### src/rtl/mips_pkg.sv
// Constants shared by the MIPS register bank and the destination-register selector.
// The $29/$31 indices here must stay identical to the ones that selector decodes.
package mips_pkg;

   localparam int DATA_W       = 32;
   localparam int REG_ADDR_W   = 5;
   localparam int NUM_REGS     = 1 << REG_ADDR_W;

   localparam logic [REG_ADDR_W-1:0] REG_ZERO = 5'd0;
   localparam logic [REG_ADDR_W-1:0] REG_SP   = 5'd29;
   localparam logic [REG_ADDR_W-1:0] REG_RA   = 5'd31;

   localparam int SP_RESET_VAL = 227;

endpackage

### src/rtl/reg_bank_rd_port.sv
// One combinational read port: optional same-cycle write bypass, then $0 forced to zero.
// The zero forcing is applied last, so a bypass can never leak a value onto index 0.
module reg_bank_rd_port #(
   parameter int DATA_W = mips_pkg::DATA_W,
   parameter int BYPASS = 0
) (
   input  logic [mips_pkg::REG_ADDR_W-1:0] rd_idx,
   input  logic [DATA_W-1:0]               rd_raw,
   input  logic                            wr_en,
   input  logic [mips_pkg::REG_ADDR_W-1:0] wr_idx,
   input  logic [DATA_W-1:0]               wr_data,
   output logic [DATA_W-1:0]               rd_data
);
   import mips_pkg::*;

   always_comb begin
      rd_data = rd_raw;
      if ((BYPASS != 0) && wr_en && (wr_idx == rd_idx)) begin
         rd_data = wr_data;
      end
      if (rd_idx == REG_ZERO) begin
         rd_data = '0;
      end
   end

endmodule

### src/rtl/reg_bank_wb.sv
// 32 x DATA_W MIPS register file: two async read ports, one sync write port,
// an unbypassed debug read and a saturating count of committed writes.
module reg_bank_wb #(
   parameter int DATA_W   = mips_pkg::DATA_W,
   parameter int SP_RESET = mips_pkg::SP_RESET_VAL,
   parameter int BYPASS   = 0,
   parameter int CNT_W    = 16
) (
   input  logic                            clk,
   input  logic                            reset,
   input  logic                            reg_write,
   input  logic [mips_pkg::REG_ADDR_W-1:0] write_reg,
   input  logic [DATA_W-1:0]               write_data,
   input  logic [mips_pkg::REG_ADDR_W-1:0] read_reg1,
   input  logic [mips_pkg::REG_ADDR_W-1:0] read_reg2,
   output logic [DATA_W-1:0]               read_data1,
   output logic [DATA_W-1:0]               read_data2,
   input  logic [mips_pkg::REG_ADDR_W-1:0] dbg_sel,
   output logic [DATA_W-1:0]               dbg_data,
   output logic [CNT_W-1:0]                wr_count
);
   import mips_pkg::*;

   logic [DATA_W-1:0] regs [NUM_REGS];
   logic [CNT_W-1:0]  cnt_q;
   logic              commit;
   logic              wr_live;

   // Writes to $0 are dropped entirely, including from the commit count.
   assign commit  = reg_write && (write_reg != REG_ZERO);
   // Bypass is only meaningful when the edge will actually perform the write.
   assign wr_live = reg_write && !reset;

   always_ff @(posedge clk) begin
      if (reset) begin
         for (int i = 0; i < NUM_REGS; i++) begin
            regs[i] <= '0;
         end
         regs[REG_SP] <= DATA_W'(SP_RESET);
         cnt_q        <= '0;
      end else if (commit) begin
         regs[write_reg] <= write_data;
         if (cnt_q != {CNT_W{1'b1}}) begin
            cnt_q <= cnt_q + 1'b1;
         end
      end
   end

   assign wr_count = cnt_q;
   assign dbg_data = regs[dbg_sel];

   reg_bank_rd_port #(
      .DATA_W (DATA_W),
      .BYPASS (BYPASS)
   ) u_rd_port1 (
      .rd_idx  (read_reg1),
      .rd_raw  (regs[read_reg1]),
      .wr_en   (wr_live),
      .wr_idx  (write_reg),
      .wr_data (write_data),
      .rd_data (read_data1)
   );

   reg_bank_rd_port #(
      .DATA_W (DATA_W),
      .BYPASS (BYPASS)
   ) u_rd_port2 (
      .rd_idx  (read_reg2),
      .rd_raw  (regs[read_reg2]),
      .wr_en   (wr_live),
      .wr_idx  (write_reg),
      .wr_data (write_data),
      .rd_data (read_data2)
   );

endmodule

### config.mk
export PLATFORM = sky130hd
export DESIGN_NAME = reg_bank_wb
export DESIGN_NICKNAME = d
export VERILOG_FILES = /design/src/rtl/mips_pkg.sv /design/src/rtl/reg_bank_rd_port.sv /design/src/rtl/reg_bank_wb.sv
export SDC_FILE = /design/constraint.sdc
export NUM_CORES = 2
export LEC_CHECK = 0
export CAP_MARGIN = 30
export CORE_ASPECT_RATIO = 1.5
export CORE_UTILIZATION = 60
export DETAILED_ROUTE_END_ITERATION = 10
export GPL_ROUTABILITY_DRIVEN = 0
export PLACE_DENSITY = 0.78
export REMOVE_ABC_BUFFERS = 1
export SLEW_MARGIN = 30
export SYNTH_ARGS = -nofsm -noshare
export SYNTH_HDL_FRONTEND = slang
export SYNTH_SLANG_ARGS = --single-unit
### constraint.sdc
create_clock -name clk -period 7.15 [get_ports clk]
set_input_delay 1.43 -clock clk [delete_from_list [all_inputs] [get_ports clk]]
set_output_delay 1.43 -clock clk [all_outputs]
set_load 0.03 [all_outputs]
==> reports/results.ini <==
[run_status]
outcome = completed

[setup_path]
required_ps = 5720
r2r_cells = 6
start_kind = primary input
rr_endpoint = wr_count[10]
worstSetupEndpointType = output port
path_class = primary input to output port
critPathMaxFanout = 44
r2r_start = wr_count[1]
worst-r2r-setup-slack_ps = 4930
worstPathArrival_ps = 4860

[logic_synthesis]
netlist.top_cell.by_area = edfxtp_1
synth_top_cell_area_share_pct = 48.74
ys_types = 44
synth_top_family_by_area = multiplexers
synth_adder_area_share_pct = 0.01983
ys_ff_latch = 1040
synthXorXnorAreaFrac_pct = 0.1944
synthMuxAreaShare_pct = 32.86
synth_edf_count = 1024
synthTopCellsByCount = 1,024 x edfxtp_1, 989 x and2_1, 832 x mux4_2
synthSimpleGateAreaFrac_pct = 11.71
syn_avg_cell_area_um2 = 15.61
synth.most_common_cell = edfxtp_1
ys_warn_count = 0
synth-compound-area-share_pct = 2.812
synth_area_leaders = edfxtp_1 49%, mux4_2 30%, and2_1 9.8%
synth_area_um2 = 63090
syn_inst = 4041
synthArstFlopShare_pct = 0
synthFlopType = edfxtp_1
yosysSeqAreaShare_pct = 49.25

[timing]
whs_ps = 536.2
period_share_pct = 87.94
relSlewSlack_pct = 30.61
fin_worst_skew_ps = 6.484
final_hold_viol_count = 0
worst_pin_slew_ps = 1015
clock.fmax_ghz = 0.1590
min_period_ps = 6288
rsz0062_at_grt = false
fin_tns_setup_ps = 0
drv_slew = 0
setup_viol = 0

[power_and_ir_drop]
power.density_nw_per_um2 = 224.5
peakVddDrop_v = 0.0002423
finalPower_mw = 15.72
p_leak_nw = 23.39

[layout]
layout-drive-gt1-share_pct = 32.41
regArea_um2 = 31070
area_delta_synth_final_pct = 10.98
instances_no_fill = 5526
multi_input_area_um2 = 30460
nNetsFinal = 4095
n_fill_cell = 7001

[die]
die_y_um = 399.1
chipWidth_um = 266.8
coreArea_um2 = 104100
row_count = 145
initial_core_util_pct = 60.58
ioPinCount = 167
die_area_um2 = 106500

[grt]
grt-ovfl-total = 0
grt_pass1_vias = 43849
antenna_found_initial = 21
grt_util_all_layers_pct = 42.30
grt_max_degree = 96
grt_first_pass_wirelength_mm = 310.0

[placed_design]
post-dp-hpwl_mm = 127.2
dp.cells = 5333
portBuffers = 166

[min_path]
holdPathStages = 2
hold_end = wr_count[6]
hp-class = register to register
hp-start = wr_count[6]

[routing]
vias_per_cell = 7.842
post_drt_wl_per_cell_um = 40.19
firstDrtPassIters = 8
num_vias = 43333
drt_iter0_markers = 7645
ant_nets = 0
wirelength_mm = 222.1
drc = 0

[clocking]
cts.sinks = 1040
cts_tree = done
postCtsSetupBuffers = 0
cts.repair.resized = 0
cts_hold_buffers = 0
clkLatencyLatePin_ps = 740
clkSlewWorstSetupHoldPaths_ps = 70
root_buffer = clkbuf_16
cts-buffers-inserted = 99
cts_max_path_buffers = 3
htreeDepth = 3

[flow_run]
drv_cap = 0

[logic make-up after synthesis]
group | Yosys count
adder cells (fa/ha/maj) | 1
multiplexers | 1020
flip-flops | 1040
buffers and inverters | 467
AO/OA/AOI/OAI | 268
XOR/XNOR | 14
AND/OR/NAND/NOR | 1230
other | 1
[worst max-delay path by stage]
stage | startpoint | slack [ps] | end
6_report | read_reg1[0] | 860 | read_data1[0]
3_3_place_gp | read_reg1[0] | 470 | read_data1[29]
3_5_place_dp | read_reg1[0] | 930 | read_data1[0]
5_1_grt | read_reg1[1] | 930 | read_data1[6]
4_1_cts | read_reg1[0] | 920 | read_data1[0]
2_1_floorplan | read_reg1[4] | 1060 | read_data1[0]
[through the flow]
stage / worst slack (ps) / utilization [%] / area [um2]
finish: 862.5 / 67.23 / 70010
global route: 931.9 / 67.21 / 69990
CTS: 919.6 / 67.20 / 69980
detailed placement: 925.6 / 63.90 / 66540
global placement: 470.0 / 63.85 / 66490
floorplan: 1062 / - / 61230
[layout by cell type, fill, tap and decap left out, drive strengths merged, types with 48 or more instances in the layout]
master,n
buf,183
clkdlybuf4s50,147
nor2,103
and2,989
mux4,832
clkbuf,126
mux2i,97
a21oi,83
edfxtp,1024
a221oi,48
mux2,91
[flip-flops by register name, summed over array words and instances (netlist names)]
| signal | count |
|---|---|
| wr_count | 16 |
| regs | 1024 |
[layout make-up]
type / count / share of cell area (%)
diodes: 11 / 0.03932
clock buffers: 126 / 3.892
clock inverters: 55 / 1.022
inverters: 3 / 0.01608
multi-input cells: 2565 / 43.50
flip-flops and latches: 1040 / 44.38
well taps: 1396 / 2.495
repair buffers: 330 / 4.655
[power breakdown]
part / total, mW / internal [mW] / switching [mW]
registers: 7.30 / 7.04 / 0.264
clock network: 5.72 / 3.28 / 2.45
logic: 2.69 / 1.24 / 1.46
total: 15.7 / 11.5 / 4.17
[routing by layer]
| layer | global-route usage, % | up-vias | wire [um] |
|---|---|---|---|
| met3 | 12.92 | 1073 | 32040 |
| met1 | 49.81 | 21880 | 66330 |
| met4 | 32.41 | 14 | 18930 |
| li1 | - | 16062 | - |
| met2 | 65.39 | 4304 | 104700 |
| met5 | 0 | - | 96 |
[worst max-delay path, stage by stage]
cell	delay [ps]
buf_8	370
and2_2	780
buf_4	380
a221oi_1	130
a2111oi_1	850
clkdlybuf4s50_1	820
(Power assumes the default switching activity.)
